[config.mk]
export PLATFORM = sky130hd
export DESIGN_NAME = ex313_mac_inverse
export DESIGN_NICKNAME = d
export VERILOG_FILES = /design/src/rtl/ex313_pkg.sv /design/src/rtl/ex313_mac_inverse_div_step.sv /design/src/rtl/ex313_mac_inverse.sv
export SDC_FILE = /design/constraint.sdc
export NUM_CORES = 1
export LEC_CHECK = 0
export BUFFER_PORTS_ARGS = -buffer_cell sky130_fd_sc_hd__buf_4
export CAP_MARGIN = 30
export CORE_MARGIN = 4
export CORE_UTILIZATION = 37
export CTS_BUF_LIST = sky130_fd_sc_hd__clkbuf_4
export DETAILED_ROUTE_END_ITERATION = 10
export GPL_ROUTABILITY_DRIVEN = 0
export GPL_TIMING_DRIVEN = 0
export REMOVE_ABC_BUFFERS = 1
export SKIP_LAST_GASP = 1
export SYNTH_ARGS = -nofsm -noshare
export SYNTH_HDL_FRONTEND = slang
export SYNTH_HIERARCHICAL = 1
export SYNTH_SLANG_ARGS = --single-unit
[constraint.sdc]
create_clock -name clk -period 4.4 [get_ports clk]
set_input_delay 0.22 -clock clk [delete_from_list [all_inputs] [get_ports clk]]
set_output_delay 0.22 -clock clk [all_outputs]
set_load 0.1 [all_outputs]
[src/rtl/ex313_pkg.sv]
// Constants and state type shared by the EX_313 forward pipeline and its inverse,
// so both ends agree on the offset and widths.
package ex313_pkg;

  localparam int unsigned EX313_WI = 8;
  localparam int unsigned EX313_WG = 16;
  localparam logic [15:0] EX313_OFFSET = 16'h004E;

  typedef enum logic [1:0] {
    IDLE,
    DIV,
    DONE
  } state_t;

endpackage

[src/rtl/ex313_mac_inverse_div_step.sv]
// One combinational restoring-division step: shift in the next dividend bit,
// subtract the divisor if it fits, and report the quotient bit.
module ex313_div_step #(
  parameter int unsigned WI = 8
) (
  input  logic [WI:0]   rem,
  input  logic          next_bit,
  input  logic [WI-1:0] divisor,
  output logic [WI:0]   rem_out,
  output logic          q_bit
);

  logic [WI:0] shifted;
  logic [WI:0] diff;

  // rem[WI] is always 0 after a restoring step; folding it into the
  // compare keeps the step correct for any input.
  assign shifted = {rem[WI-1:0], next_bit};
  assign diff    = shifted - {1'b0, divisor};
  assign q_bit   = rem[WI] | (shifted >= {1'b0, divisor});
  assign rem_out = q_bit ? diff : shifted;

endmodule

[src/rtl/ex313_mac_inverse.sv]
// Receive-side inverse of g = a*b + c + OFFSET: recovers a and c from g and b
// with a bit-serial restoring divider behind a start/ready/valid handshake.
module ex313_mac_inverse
  import ex313_pkg::*;
#(
  parameter int unsigned   WI     = EX313_WI,
  parameter int unsigned   WG     = EX313_WG,
  parameter logic [WG-1:0] OFFSET = WG'(EX313_OFFSET)
) (
  input  logic          clk,
  input  logic          reset,
  input  logic          start,
  input  logic [WG-1:0] g_in,
  input  logic [WI-1:0] b_in,
  output logic          ready,
  output logic          out_valid,
  output logic [WI-1:0] a_out,
  output logic [WI-1:0] c_out,
  output logic          q_ovf,
  output logic          div_zero,
  output logic          underflow
);

  localparam int unsigned CW = (WG > 1) ? $clog2(WG) : 1;

  state_t        state, state_next;
  logic [WG-1:0] tq;
  logic [WG-1:0] q_next;
  logic [WG-1:0] t_in;
  logic [WI:0]   rem, rem_next;
  logic [WI-1:0] divisor;
  logic [CW-1:0] cnt;
  logic          q_bit;
  logic          last;
  logic          err_zero;
  logic          err_uf;

  assign err_zero = (b_in == '0);
  assign err_uf   = (g_in < OFFSET);
  assign t_in     = g_in - OFFSET;
  assign last     = (cnt == CW'(WG - 1));
  // tq holds the unconsumed dividend bits on top and the quotient grown from the bottom
  assign q_next   = {tq[WG-2:0], q_bit};

  ex313_div_step #(.WI(WI)) u_step (
    .rem     (rem),
    .next_bit(tq[WG-1]),
    .divisor (divisor),
    .rem_out (rem_next),
    .q_bit   (q_bit)
  );

  always_ff @(posedge clk or negedge reset) begin
    if (!reset) state <= IDLE;
    else        state <= state_next;
  end

  always_comb begin
    state_next = state;
    ready      = 1'b0;
    out_valid  = 1'b0;
    case (state)
      IDLE: begin
        ready = 1'b1;
        if (start) state_next = (err_zero || err_uf) ? DONE : DIV;
      end
      DIV:  if (last) state_next = DONE;
      DONE: begin
        out_valid  = 1'b1;
        state_next = IDLE;
      end
      default: state_next = IDLE;
    endcase
  end

  always_ff @(posedge clk or negedge reset) begin
    if (!reset) begin
      tq        <= '0;
      rem       <= '0;
      divisor   <= '0;
      cnt       <= '0;
      a_out     <= '0;
      c_out     <= '0;
      q_ovf     <= 1'b0;
      div_zero  <= 1'b0;
      underflow <= 1'b0;
    end else begin
      case (state)
        IDLE: begin
          if (start) begin
            tq      <= (err_zero || err_uf) ? '0 : t_in;
            divisor <= b_in;
            cnt     <= '0;
            rem     <= '0;
            if (err_zero || err_uf) begin
              a_out     <= '0;
              c_out     <= '0;
              q_ovf     <= 1'b0;
              div_zero  <= err_zero;
              underflow <= err_uf;
            end
          end
        end
        DIV: begin
          tq  <= q_next;
          rem <= rem_next;
          cnt <= cnt + CW'(1);
          // Results are registered on the final step so DONE presents them directly.
          if (last) begin
            a_out     <= q_next[WI-1:0];
            c_out     <= rem_next[WI-1:0];
            q_ovf     <= |q_next[WG-1:WI];
            div_zero  <= 1'b0;
            underflow <= 1'b0;
          end
        end
        default: ;
      endcase
    end
  end

endmodule

==> metrics.txt <==
VDD IR max=0.000265 V; Initial Util=38.3%; Post-Route Utilization=45.2%; die height=101 um; all-layer global routing usage=15.5%; total gr overflow=0; Detailed Routing Iterations Pass 1=4; Max Buffers Root-to-Sink=2; Synth Instances=roughly 320; vias in the first global route=2,582; Avg Inst Size Synth=between 9 and 10 um^2; CP Capture Type=flip-flop; Total Power=3.03 mW; row count=33; # IOs=48; CTS tree=built; cell breakdown of the critical path=or3b_1 > buf_16 > or3_1 > o21ai_0; clk slew on worst S/H paths=~0.10 ns; Ys Warns=6; slowest stage cell, crit path=or3b_1; synth unique cells=47; Core Box Area=roughly 0.0083 mm^2; wire per inst=15.3 um; Crit path max-delay family=simple AND/OR/NAND/NOR gates; PwrDens=808 mW/mm^2; DRC Markers=0; antenna violations before repair=0; Post-CTS Setup Bufs=0; H-tree Lvls=3; Internal=between 1.5 and 2 mW; Gate power share=59.8%; RSZ-0062 raised after global routing=no; clock network fraction of total power=10.1%; Nets=407; Lkg Pwr=roughly 1.7 nW; WP data arrival=approximately 2.9 ns; Setup WS pre-CTS=about 1.8 ns; Post-synth EDFFs=0; Post-DRT Antenna Nets=0; ant diodes=0; nature of the critical path startpoint=flip-flop; CP peak stage delay=0.75 ns; placed wire-length estimate=about 5.2 mm; fin worst setup slack=1.80 ns; leading cell types in the layout, fill and taps excluded=dfrtp_1 (58), buf_4 (47), nand2_1 (29); fin. max-slew vios=0; WP buf/inv=1; Area growth, synth to finish=17.9%; path type of the worst setup path=reg -> reg; worst path required time=4.70 ns; Synth Cell Area=0.00318 mm^2; Sw Ratio=between 40% and 50%; post-route clock period utilization=59.1%; die area=approximately 0.010 mm^2; post-layout minimum cycle time=between 2 and 3 ns; Num CTS Buffers=9; largest net degree at the start of global routing=59; leading cell type in the layout, fill and taps excluded=dfrtp_1; Async S/R FF share, synth=between 90% and 100%; max_cap viols=0; vias per std cell=5.27; Seq pwr share=a little under a third; vias post-DR=2,522; main flop type after synthesis=dfrtp_1; first-pass GRT wire length=12.5 mm; sw power=about 1.5 mW; Slew Limit Headroom=39.4%; Worst Path Max Fanout=23; Die W=101 um; status=finished, final reports clean; worst-margin pin slew=roughly 0.9 ns; Fin. Hold Viols=0; sequential fraction of the synthesis area=45.6%; Root Buffer=clkbuf_4; clock skew=0.0153 ns; post-route setup TNS=0 ns; routed wire length=7.34 mm; hold slack=0.0591 ns; worst skew pair latency=just under 0.4 ns; max frequency=384 MHz; Worst Hold Class=in -> reg; First DRT Iteration DRCs=128; register bit total from synthesis=58; CTS sink cnt=58; layout cells sized above 1=between 20% and 30%; # setup viols final=0; PortBufs=47
==> cells in the mapped netlist, types with 2 or more instances <==
cell type / n / share of area (%)
o22ai_2: 7 / 2.8
a21oi_1: 22 / 3.5
o21ai_1: 2 / 0.31
nor2_1: 23 / 2.7
o22ai_1: 3 / 0.59
xor2_1: 3 / 0.83
o31ai_1: 2 / 0.47
a22o_1: 16 / 4.4
mux2_4: 2 / 0.94
a32o_1: 2 / 0.63
buf_6: 3 / 1.1
nor4_1: 3 / 0.59
mux2_2: 8 / 2.8
a211oi_1: 4 / 0.94
or3_1: 2 / 0.39
or4_1: 2 / 0.47
nand2b_1: 4 / 0.79
and3_1: 8 / 1.6
o21ai_0: 19 / 3.0
nor3_1: 8 / 1.3
clkbuf_1: 10 / 1.2
ha_1: 10 / 3.9
dfrtp_1: 58 / 46
nand4_1: 3 / 0.59
xnor2_1: 14 / 3.9
inv_1: 18 / 2.1
nor2b_1: 2 / 0.39
nand2_1: 29 / 3.4
nand3_1: 18 / 2.8
==> state kept, by name, indices dropped and copies added (netlist names) <==
register / flops
a_out: 8
c_out: 8
cnt: 4
div_zero: 1
divisor: 8
q_ovf: 1
rem: 9
state: 2
tq: 16
underflow: 1
==> worst reg2reg max path: cells and delay by family, from the launching register on <==
kind | cells | cell delay [ns]
AND/OR/NAND/NOR | 2 | 1.44
buffers and inverters | 1 | 0.31
flip-flops | 1 | 0.47
AO/OA/AOI/OAI | 1 | 0.30
==> layer usage <==
layer / GRT usage [%] / vias to the layer above / share of wire (%) / wire [um]
li1: - / 1252 / - / -
met1: 20.8 / 1205 / 47 / 3490
met2: 24.6 / 60 / 47 / 3460
met3: 4.91 / 5 / 4.6 / 335
met4: 3.42 / 0 / 0.78 / 57
met5: 0 / - / 0 / 0
==> timing repair <==
action,4_1_cts,5_1_grt
hold endpoints to repair,58,0
setup endpoints to repair,0,0
hold buffers,1,0
gates resized for setup,0,0
==> worst paths after layout <==
| kind | end | start | slack, ns | cells after the start |
|---|---|---|---|---|
| min in group asynchronous | rem[1] | reset | 0.44 | 2 |
| worst max-delay path | tq[13] | state[0] | 1.80 | 4 |
| max in group asynchronous | state[1] | reset | 3.45 | 2 |
| worst max register to register | tq[13] | state[0] | 1.80 | 4 |
| worst min-delay path | divisor[6] | b_in[6] | 0.06 | 2 |
| worst min register to register | cnt[3] | cnt[3] | 0.50 | 1 |
==> per-stage QoR <==
step | instance area (um^2) | std cells
finish | 3750 | 479
global route | 3750 | 479
CTS | 3750 | 479
detailed placement | 3640 | 462
global placement | 3580 | 459
floorplan | 3090 | 307
==> logic make-up after synthesis <==
kind of cell               synth area share, %
adders and majority gates                 4.56
AOI/OAI and AO/OA                         20.2
buffers and inverters                     4.88
and+or+nand+nor                           16.2
xor gates and xnor gates                  4.68
DFF                                       45.6
muxes                                     3.78
==> power groups by stage <==
stage | clock network [mW] | registers, mW | logic (mW)
floorplan | 0 | 1.09 | 1.18
global placement | 0 | 0.917 | 1.73
detailed placement | 0 | 0.925 | 1.80
CTS | 0.325 | 0.916 | 1.81
global route | 0.348 | 0.947 | 2.00
finish | 0.306 | 0.913 | 1.81
==> layout make-up <==
| class | instances | area (um^2) |
|---|---|---|
| Fill cell | 790 | 4550 |
| Multi-Input combinational cell | 231 | 1580 |
| Sequential cell | 58 | 1450 |
| Timing Repair Buffer | 51 | 420 |
| Tap cell | 105 | 131 |
| Clock buffer | 11 | 82.6 |
| Inverter | 18 | 67.6 |
| Clock inverter | 5 | 21.3 |
(Power assumes the default switching activity.)
